<file path="src/rtl/alu_arbiter_pkg.sv">
// alu_arbiter_pkg: FSM state codes, ALU opcodes and the supported-opcode predicate
package alu_arbiter_pkg;
  localparam logic [1:0] S_IDLE = 2'd0;
  localparam logic [1:0] S_EXEC = 2'd1;
  localparam logic [1:0] S_RESP = 2'd2;
  localparam int unsigned OP_ADD  = 0;
  localparam int unsigned OP_SUB  = 1;
  localparam int unsigned OP_AND  = 2;
  localparam int unsigned OP_OR   = 3;
  localparam int unsigned OP_XOR  = 4;
  localparam int unsigned OP_SUBN = 5;
  localparam int unsigned OP_AND2 = 6;
  localparam int unsigned OP_SLL  = 8;
  localparam int unsigned OP_SRL  = 10;
  function automatic logic op_ok(input int unsigned op);
    return op inside {OP_ADD, OP_SUB, OP_AND, OP_OR, OP_XOR, OP_SUBN, OP_AND2, OP_SLL, OP_SRL};
  endfunction
endpackage

</file>
<file path="src/rtl/alu_arbiter_alu.sv">
// alu_arbiter_alu: combinational ALU producing result, {v,z,c,s} flags and an unsupported-opcode error
module alu_arbiter_alu
  import alu_arbiter_pkg::*;
#(
  parameter int WIDTH = 16,
  parameter int OPW = 4
) (
  input  logic [WIDTH-1:0] a_i,
  input  logic [WIDTH-1:0] b_i,
  input  logic [OPW-1:0]   op_i,
  output logic [WIDTH-1:0] result_o,
  output logic [3:0]       flags_o,
  output logic             err_o
);
  int unsigned opn;
  logic [WIDTH:0] sum;
  logic v;
  assign opn = 32'(op_i);
  // sum[WIDTH] is the carry for ADD and the borrow for SUB/SUBN
  always_comb begin
    sum = '0;
    v = 1'b0;
    case (opn)
      OP_ADD: begin
        sum = {1'b0, a_i} + {1'b0, b_i};
        v = (a_i[WIDTH-1] == b_i[WIDTH-1]) && (sum[WIDTH-1] != a_i[WIDTH-1]);
      end
      OP_SUB: begin
        sum = {1'b0, a_i} - {1'b0, b_i};
        v = (a_i[WIDTH-1] != b_i[WIDTH-1]) && (sum[WIDTH-1] != a_i[WIDTH-1]);
      end
      OP_SUBN: begin
        sum = {1'b0, b_i} - {1'b0, a_i};
        v = (b_i[WIDTH-1] != a_i[WIDTH-1]) && (sum[WIDTH-1] != b_i[WIDTH-1]);
      end
      OP_AND:  sum = {1'b0, a_i & b_i};
      OP_OR:   sum = {1'b0, a_i | b_i};
      OP_XOR:  sum = {1'b0, a_i ^ b_i};
      OP_AND2: sum = {1'b0, a_i & ~b_i};
      OP_SLL:  sum = {1'b0, a_i << b_i};
      OP_SRL:  sum = {1'b0, a_i >> b_i};
      default: sum = '0;
    endcase
  end
  assign result_o = sum[WIDTH-1:0];
  assign flags_o = {v, ~|result_o, sum[WIDTH], result_o[WIDTH-1]};
  assign err_o = !op_ok(opn);
endmodule

</file>
<file path="src/rtl/alu_arbiter.sv">
// alu_arbiter: round-robin two-requester front end sharing one ALU, one operation in flight
module alu_arbiter
  import alu_arbiter_pkg::*;
#(
  parameter int WIDTH = 16,
  parameter int OPW = 4
) (
  input  logic             clk,
  input  logic             rst,
  input  logic             req0_valid,
  output logic             req0_ready,
  input  logic [OPW-1:0]   req0_op,
  input  logic [WIDTH-1:0] req0_a,
  input  logic [WIDTH-1:0] req0_b,
  input  logic             req1_valid,
  output logic             req1_ready,
  input  logic [OPW-1:0]   req1_op,
  input  logic [WIDTH-1:0] req1_a,
  input  logic [WIDTH-1:0] req1_b,
  output logic             rsp_valid,
  input  logic             rsp_ready,
  output logic             rsp_id,
  output logic [WIDTH-1:0] rsp_result,
  output logic [3:0]       rsp_flags,
  output logic             rsp_err
);
  logic [1:0] state_q, state_d;
  logic last_q, id_q, grant1, accept;
  logic [OPW-1:0] op_q;
  logic [WIDTH-1:0] a_q, b_q, alu_result, rsp_result_q;
  logic [3:0] alu_flags, rsp_flags_q;
  logic alu_err, rsp_err_q, rsp_id_q;
  // last_q=1 means requester 1 was served last, so requester 0 wins the next contention
  assign grant1 = req1_valid && (!req0_valid || !last_q);
  assign accept = (state_q == S_IDLE) && (req0_valid || req1_valid);
  assign req0_ready = !rst && accept && !grant1;
  assign req1_ready = !rst && accept && grant1;
  assign rsp_valid = state_q == S_RESP;
  assign rsp_id = rsp_id_q;
  assign rsp_result = rsp_result_q;
  assign rsp_flags = rsp_flags_q;
  assign rsp_err = rsp_err_q;
  always_comb begin
    state_d = accept ? S_EXEC :
              (state_q == S_EXEC) ? S_RESP :
              (state_q == S_RESP && !rsp_ready) ? S_RESP : S_IDLE;
  end
  alu_arbiter_alu #(.WIDTH(WIDTH), .OPW(OPW)) u_alu (
    .a_i(a_q),
    .b_i(b_q),
    .op_i(op_q),
    .result_o(alu_result),
    .flags_o(alu_flags),
    .err_o(alu_err)
  );
  always_ff @(posedge clk or posedge rst) begin
    if (rst) begin
      state_q <= S_IDLE;
      last_q <= 1'b1;
      id_q <= 1'b0;
      op_q <= '0;
      a_q <= '0;
      b_q <= '0;
      rsp_id_q <= 1'b0;
      rsp_result_q <= '0;
      rsp_flags_q <= '0;
      rsp_err_q <= 1'b0;
    end else begin
      state_q <= state_d;
      if (accept) begin
        last_q <= grant1;
        id_q <= grant1;
        op_q <= grant1 ? req1_op : req0_op;
        a_q <= grant1 ? req1_a : req0_a;
        b_q <= grant1 ? req1_b : req0_b;
      end
      if (state_q == S_EXEC) begin
        rsp_id_q <= id_q;
        rsp_result_q <= alu_err ? '0 : alu_result;
        rsp_flags_q <= alu_flags;
        rsp_err_q <= alu_err;
      end
    end
  end
endmodule

</file>
<file path="config.mk">
export PLATFORM = sky130hd
export DESIGN_NAME = alu_arbiter
export DESIGN_NICKNAME = d
export VERILOG_FILES = /design/src/rtl/alu_arbiter_pkg.sv /design/src/rtl/alu_arbiter_alu.sv /design/src/rtl/alu_arbiter.sv
export SDC_FILE = /design/constraint.sdc
export NUM_CORES = 1
export LEC_CHECK = 0
export CAP_MARGIN = 40
export CORE_MARGIN = 2
export CORE_UTILIZATION = 48
export CTS_CLUSTER_DIAMETER = 120
export DETAILED_ROUTE_END_ITERATION = 12
export PLACE_DENSITY = 0.68
export SLEW_MARGIN = 20
export SYNTH_ARGS = -nofsm -noshare
export SYNTH_HDL_FRONTEND = slang
export SYNTH_SLANG_ARGS = --single-unit
</file>
<file path="constraint.sdc">
create_clock -name clk -period 11.85 [get_ports clk]
set_clock_uncertainty 0.15 [all_clocks]
set_input_delay 2.37 -clock clk [delete_from_list [all_inputs] [get_ports clk]]
set_output_delay 2.37 -clock clk [all_outputs]
set_load 0.01 [all_outputs]
</file>
=== After elaboration in Yosys (flattened, before gate mapping) ===
Index checks and enable logic that the tools add are counted.

* Register bits: 62
* Bits of input ports: 77
* Output and inout bits: 25
* Word-level logic and storage cells: 67

* Add/sub/neg operators: 3
* Eq/ne operators: 16
* Shifts and indexed selects: 2
* Muxes and demuxes: 9
* Bitwise logic cells: 5
* Reduce and logical (&&, ||, !) cells: 22

{| class="wikitable"
|+ Operator list
! cell !! number
|-
| $pmux W17 S9 || 1
|-
| $mux W16 || 3
|-
| $sub A16 B16 Y17 || 2
|-
| $and A16 B16 Y16 || 2
|-
| $logic_not A32 Y1 || 1
|-
| $add A16 B16 Y17 || 1
|-
| $not A16 Y16 || 1
|-
| $or A16 B16 Y16 || 1
|-
| $reduce_or A16 Y1 || 1
|-
| $shl A16 B16 Y16 || 1
|-
| $shr A16 B16 Y16 || 1
|-
| $xor A16 B16 Y16 || 1
|-
| $eq A4 B3 Y1 const B || 3
|-
| $logic_and A1 B1 Y1 || 9
|-
| $reduce_bool A9 Y1 || 1
|-
| $eq A4 B2 Y1 const B || 2
|-
| $eq A4 B4 Y1 const B || 2
|-
| $logic_not A1 Y1 || 7
|-
| $mux W2 || 3
|-
| $ne A1 B1 Y1 || 5
|-
| $eq A4 B1 Y1 const B || 1
|-
| $mux W4 || 1
|-
| $pmux W1 S3 || 1
|-
| $eq A2 B1 Y1 const B || 1
|-
| other kinds (4) || 5
|}

=== Longest topological paths before layout ===
Gate-level depths: netlist (run 1).

* Word-level depth: 5
* Mapped depth: 14
* Gate-level depth less buffers: 13

=== Modules after synthesis ===
From an unflattened synthesis (run 1), not the netlist that was laid out.

* Cell total of the unflattened synthesis: 1049
* Area total of the unflattened synthesis: 8186.6 µm²

{| class="wikitable"
|+ By module, submodules not included
! module !! instances !! cells each !! area an instance (µm²) !! sequential area each (µm²)
|-
| alu_arbiter_alu || 1 || 749 || 5380.2 || 0.0
|-
| alu_arbiter || 1 || 300 || 2806.4 || 1552.7
|}

=== Least setup slack after synthesis (run 1) ===
OpenSTA, ideal clock, no wires.

* Path kind: in2out
* Start point: in rst
* End point: out req1_ready
* Arrival: 4057 ps
* Data required time: 9330 ps
* Slack: 5273 ps
* Cell stages on the path: 2
* Buffers on the path: 0
* Cell sequence: inv_1 and3_1

* Longest elaborated chain between the ends: 3

{| class="wikitable"
|+ RTL lines
! item !! line !! text
|-
| start, declared || alu_arbiter.sv:9 || <nowiki>input logic rst,</nowiki>
|-
| $logic_not A1 Y1 (no line) || - ||
|-
| $logic_and A1 B1 Y1 (2 in a row) || alu_arbiter.sv:37 || <nowiki>assign req1_ready = !rst && accept && grant1;</nowiki>
|-
| end, declared || alu_arbiter.sv:16 || <nowiki>output logic req1_ready,</nowiki>
|}

No other way between the ends.

=== Final worst setup path (run 1) ===
* Start point: in req1_valid
* End point: out req1_ready

* Longest elaborated chain between the ends: 4
* Elaborated cells between the ends (all ways): 5
* Classes of those cells: reduce/logical: 5

{| class="wikitable"
|+ RTL lines
! item !! line !! text
|-
| start, declared || alu_arbiter.sv:15 || <nowiki>input logic req1_valid,</nowiki>
|-
| $logic_or A1 B1 Y1 || alu_arbiter.sv:35 || <nowiki>assign accept = (state_q == S_IDLE) && (req0_valid || req1_valid);</nowiki>
|-
| $logic_and A1 B1 Y1 || alu_arbiter.sv:35 ||
|-
| $logic_and A1 B1 Y1 || alu_arbiter.sv:37 ||
|-
| $logic_and A1 B1 Y1 * || alu_arbiter.sv:37 ||
|}

Mark *: on every way between the ends. The rest lies on a longest branch, timed or not.

==> flow_summary.toml, run 1 <==
[final_layout]
drive_gt1_frac = 0.0959
syn2layout_area_growth_pct = 17.7
final_nets = 1218
fillCellCount = 1546

[timing]
period_share = 0.598
rsz0062_at_grt = "no"
final-max-slew-violation-count = 0
setup_violations = 0
max_clock_freq_mhz = 141
final.setup.tns_ns = 0
worst_hold_slack_ns = 0.323
max_slew_margin = 0.410
min_period_ns = 7.09
worst_slew_pin_slew_ns = 0.885
finalHoldViolations = 0

[yosys]
yosys_warnings = 0
synth_area_leaders = "dfrtp_1, ha_1, mux2i_1"
synth_nets = 1173
yosys-top-cells-count = "nand2_1, o21ai_0, ha_1, mux2i_1, dfrtp_1"
syn_avg_cell_area_um2 = 8.02
synth-main-ff-cell = "dfrtp_1"
synth_edf_count = 0
synth_most_common_cell = "nand2_1"
syn_inst = 1024
seq_area_frac_synth = 0.189
yosys.area.top_type = "dfrtp_1"
synth_top_area_share = 0.186
ys_seq_elements = 62
synth_cell_types = 89
synth_area_mm2 = 0.00821
synth-async-reset-ratio = 1.00

[clock_tree]
clk_pin_slew_ns = 0.06
cts_resized = 0
cts_hold_buffers = 0
cts_root_buf = "clkbuf_16"
postCtsSetupBuffers = 0
cts_tree = "done"
cts_buffer_depth = 2
clock_latency_ns = 0.34
h-tree-depth = 3
clock_sinks = 62
cts_buffers = 9

[floorplan]
die_w_um = 135
core_area_mm2 = 0.0166
rows = 47
io_pins = 102
fp.dieH_um = 135
start_util = 0.494
dieArea_mm2 = 0.0182

[setup_path]
worstSetupStartpointType = "input pin"
crit_top_cell = "clkdlybuf4s50_1"
slowest_stage = "clkdlybuf4s50_1"
cp_data_arrival_time_ns = 4.57
cp.required_ns = 9.33
startpoint = "req1_valid"
crit_chain = "clkdlybuf4s50_1 -> a21boi_4 -> buf_4 -> and3_1 -> clkdlybuf4s50_1"
reg2reg_from = "a_q[5]"
endpoint_kind = "output port"
cp_slowest_stage_delay_ns = 0.55
cp_num_buf_inv = 3
critPathKind = "in -> out"
cp_top_family = "buffers and inverters"
crit_path_max_fanout = 32

[route]
drc_errors = 0
drt_pre_antenna_iters = 6
vias = 8462
vias_per_cell = 6.53
first_iter_violations = 1204
drt_wl_total_um = 28200
ant_nets = 0
wl_per_cell_um = 21.7

[placed_design]
dp_hpwl_um = 20900
port_buffers = 101
gp_congestion = 0.995

[global_routing]
antenna_found_initial = 1
grt_pass1_vias = 7859
grt_pass1_wl_um = 44100
grt_use_total = 0.313
grt_max_degree = 75
grt-ovfl-total = 0

[hold_path]
worstHoldStart = "rsp_id"
min_path_type = "reg -> reg"

[power_and_ir_drop]
ir_worst_vdd_uv = 163
p_leak_nw = 3.93
power.total_mw = 3.31
power_density_mw_per_mm2 = 342

[status]
outcome = "finished, final reports clean"

[flow_run]
max-cap-violations = 0
## cells by family (layout without fill, tap and decap cells)
kind of cell	count (synthesis)	count (layout)	share of synthesized area
AO/OA/AOI/OAI	301	301	0.255
XOR/XNOR	25	25	0.0267
adder cells (fa/ha/maj)	72	72	0.112
buffers and inverters	143	193	0.0711
flip-flops	62	62	0.189
multiplexers	96	96	0.147
other	0	1	0
AND/OR/NAND/NOR	325	325	0.199
## final timing paths
| kind | end | slack, ns | cells past startpoint |
|---|---|---|---|
| worst min register to register | rsp_id | 0.32 | 2 |
| worst max-delay path | req1_ready | 4.76 | 5 |
| worst min-delay path | rsp_id | 0.32 | 2 |
| worst max register to register | rsp_flags[2] | 7.41 | 11 |
| max in group asynchronous | b_q[1] | 8.86 | 4 |
| min in group asynchronous | state_q[1] | 2.20 | 3 |
## worst min-delay path, stage by stage, from the launching register on
cell	delay, ns
dfrtp_1	0.34
nand2_1	0.05
nand2_1	0.06
## where the power goes
part           switching, mW  internal (mW)  leakage, nW
registers              0.231          0.311        0.767
clock network          0.100          0.185        0.160
logic                   1.51          0.973         3.00
## layout by cell type (no fill, tap or decap), drive strengths merged, types with 6 or more instances in the layout
| cell type | Yosys | layout |
|---|---|---|
| a211o | 6 | 6 |
| clkdlybuf4s50 | 0 | 101 |
| mux4 | 18 | 18 |
| o21bai | 6 | 6 |
| nand2 | 121 | 121 |
| nor2b | 12 | 12 |
| xnor2 | 14 | 14 |
| o22ai | 6 | 6 |
| dfrtp | 61 | 61 |
| clkbuf | 52 | 9 |
| inv | 54 | 55 |
| nor3 | 29 | 29 |
| o221ai | 8 | 8 |
| nand2b | 12 | 12 |
| a211oi | 17 | 17 |
| xor2 | 11 | 11 |
| nor2 | 53 | 53 |
| mux2i | 62 | 62 |
| nand4 | 9 | 9 |
| a21oi | 52 | 52 |
| a31oi | 14 | 14 |
| nor4 | 14 | 14 |
| o31ai | 9 | 9 |
| a21o | 7 | 7 |
| buf | 36 | 21 |
| a221o | 9 | 9 |
| o211ai | 15 | 15 |
| o21ai | 80 | 80 |
| a221oi | 7 | 7 |
| ha | 69 | 69 |
| mux2 | 16 | 16 |
| nand3 | 26 | 26 |
| o32ai | 10 | 10 |
| or4 | 7 | 7 |
## per-stage QoR
stage | utilization | setup slack, ns | area [µm²] | instances
3_3_place_gp | 0.559 | 4.78 | 9300 | 1274
5_1_grt | 0.581 | 4.64 | 9670 | 1294
3_5_place_dp | 0.560 | 4.76 | 9320 | 1277
4_1_cts | 0.579 | 4.75 | 9640 | 1293
2_1_floorplan | - | 5.27 | 8210 | 1024
6_report | 0.581 | 4.76 | 9670 | 1295
## flip-flops by register name, summed over array words and instances, names as in the netlist
register and count:
id_q 1, rsp_result 16, rsp_id 1, a_q 16
last_q 1, rsp_err 1, rsp_flags 4, state_q 2
b_q 16, op_q 4
## routing by layer
| metal | vias to the layer above | global-route usage | wire [µm] |
|---|---|---|---|
| met5 | - | 0 | 0 |
| met4 | 0 | 0.133 | 1320 |
| met3 | 90 | 0.0574 | 2690 |
| met2 | 494 | 0.477 | 12300 |
| met1 | 3978 | 0.434 | 11800 |
| li1 | 3900 | - | - |
## final cells by class
class	instances	area, µm²	area share
clock inverters	7	96.3	0.00996
multi-input cells	819	6120	0.633
inverters	55	206	0.0213
flip-flops and latches	62	1550	0.161
well taps	220	275	0.0285
clock buffers	9	225	0.0233
repair buffers	122	1190	0.123
diodes	1	2.50	0.000259
(Power assumes the default switching activity.)
==> run 2: changes to the inputs <==
PLACE_DENSITY = 0.7   (was 0.68)
clock period = 5.8 ns   (was 11.85 ns; I/O delays follow)
==> run 2 against run 1 <==
Compared with the run above:
- via count grew 1.4%
- flip-flop and latch count is the same
- cell count grew 0.39%
- register-to-register slack lost 6.4 ns
- worst setup slack lost 3.8 ns
- die area is the same
- non-clock buffer count grew 6
- sequential power grew 99%
- global-route usage grew 1.8 points
- cell area grew 0.83%
==> flow_summary.toml, run 2 (synthesis results as in run 1) <==
[setup_path]
cp_num_buf_inv = 1
cp_top_family = "compound AO/OA/AOI/OAI gates"
critPathCapture = "rsp_flags[2]"
startpoint = "b_q[3]"
cp.required_ns = 5.93
cp_data_arrival_time_ns = 4.96
crit_chain = "inv_1 -> ha_1 -> nor2b_1 -> o21ai_0 -> a31oi_1 -> or2_2 -> o22ai_1 -> a2111oi_0 -> nand4_1 -> nor4_1 -> a32o_1"
endpoint_kind = "register"
cp_slowest_stage_delay_ns = 0.88
reg2reg_depth = 11
r2r_end = "rsp_flags[2]"
crit_path_max_fanout = 21
cp_num_cells = 11
critPathKind = "reg -> reg"
worstSetupStartpointType = "register"
reg2reg_from = "b_q[3]"
slowest_stage = "a2111oi_0"
r2r_setup_slack_ns = 0.97

[power_and_ir_drop]
clkPwrFrac = 0.087
combPwrFrac = 0.755
power.total_mw = 6.89
p_sw_mw = 3.84
power_frac_seq = 0.157
switching_share = 0.557
p_int_mw = 3.05
ir_worst_vdd_uv = 341
power_density_mw_per_mm2 = 706
p_leak_nw = 3.97

[route]
vias = 8579
wl_per_cell_um = 22.7
drt_pre_antenna_iters = 5
drt_wl_total_um = 29600
drc_errors = 0
first_iter_violations = 1024
ant_nets = 0
vias_per_cell = 6.60

[global_routing]
grt_use_total = 0.331
grt_pass1_vias = 8011
grt-ovfl-total = 0
grt_max_degree = 75
grt_pass1_wl_um = 46200
antenna_found_initial = 0

[timing]
max_clock_freq_mhz = 207
final-max-slew-violation-count = 0
max_slew_margin = 0.331
rsz0062_at_grt = "no"
min_period_ns = 4.83
final.setup.tns_ns = 0
setup_violations = 0
finalHoldViolations = 0
period_share = 0.832
worst_slew_pin_slew_ns = 0.978

[floorplan]
io_pins = 102
start_util = 0.494
die_w_um = 135
dieArea_mm2 = 0.0182
rows = 47
fp.dieH_um = 135
core_area_mm2 = 0.0166

[placed_design]
dp.cells = 1281
place_area_mm2 = 0.00936
dp_hpwl_um = 22200
port_buffers = 101
gp_congestion = 1.03

[clock_tree]
postCtsSetupBuffers = 0
clock_sinks = 62
cts_resized = 0
cts_buffer_depth = 2
cts_tree = "done"
h-tree-depth = 3
cts_buffers = 9
cts_hold_buffers = 0
clk_pin_slew_ns = 0.06
clock_latency_ns = 0.34
cts_root_buf = "clkbuf_16"

[final_layout]
seq_area_mm2 = 0.00155
post-route-util = 0.586
drive_gt1_frac = 0.102
multi_input_area_mm2 = 0.00613
layoutNonFillerInstCount = 1300
final_nets = 1224
layout_common_cells = "nand2_1, clkdlybuf4s50_1, o21ai_0"
fillCellCount = 1552
design_area_mm2 = 0.00975
n_antenna_cell = 0
syn2layout_area_growth_pct = 18.7
final_common_cell = "nand2_1"

[status]
outcome = "finished, final reports clean"

[flow_run]
max-cap-violations = 0

[hold_path]
min_path_type = "reg -> reg"
-- run 2: worst min-delay path by stage --
| stage | start | to | slack, ns | cells past startpoint |
|---|---|---|---|---|
| 5_1_grt | rsp_result[13] | rsp_result[13] | 0.35 | 2 |
| 6_report | rsp_result[13] | rsp_result[13] | 0.32 | 2 |
| 3_3_place_gp | rsp_result[1] | rsp_result[1] | 0.31 | 2 |
| 2_1_floorplan | id_q | rsp_id | 0.29 | 2 |
| 4_1_cts | rsp_result[13] | rsp_result[13] | 0.33 | 2 |
| 3_5_place_dp | rsp_result[13] | rsp_result[13] | 0.31 | 2 |
-- run 2: area by class of cell --
class,count,share of cell area
multi-input combinational,819,0.629
tap,220,0.0282
clock inverter,6,0.00937
sequential,62,0.159
clock buffer,10,0.0245
inverter,55,0.0212
timing repair buffer,128,0.128
-- run 2: worst reg2reg max path, stage by stage, from the launching register on --
cell,delay (ns)
dfrtp_1,0.77
inv_1,0.27
ha_1,0.52
nor2b_1,0.37
o21ai_0,0.21
a31oi_1,0.53
or2_2,0.23
o22ai_1,0.07
a2111oi_0,0.88
nand4_1,0.25
nor4_1,0.31
a32o_1,0.20
-- run 2: per-layer routing --
layer	up-vias	track usage	wire length (µm)
li1	3904	-	-
met1	4064	0.455	12400
met2	528	0.501	13100
met3	83	0.0762	2840
met4	0	0.133	1230
met5	-	0	0
-- run 2: power by group through the flow --
stage / Clock [mW] / Sequential (mW) / Combinational, mW
finish: 0.600 / 1.08 / 5.20
CTS: 0.609 / 1.10 / 5.00
global route: 0.628 / 1.12 / 5.61
global placement: 0 / 1.10 / 4.96
floorplan: 0 / 0.857 / 3.74
detailed placement: 0 / 1.11 / 4.97
-- run 2: stage by stage --
step / hold WS, ns / setup WS, ns
2_1_floorplan: 0.289 / 1.64
3_3_place_gp: 0.310 / 1.40
3_5_place_dp: 0.314 / 1.27
4_1_cts: 0.328 / 1.24
5_1_grt: 0.345 / 0.830
6_report: 0.323 / 0.975
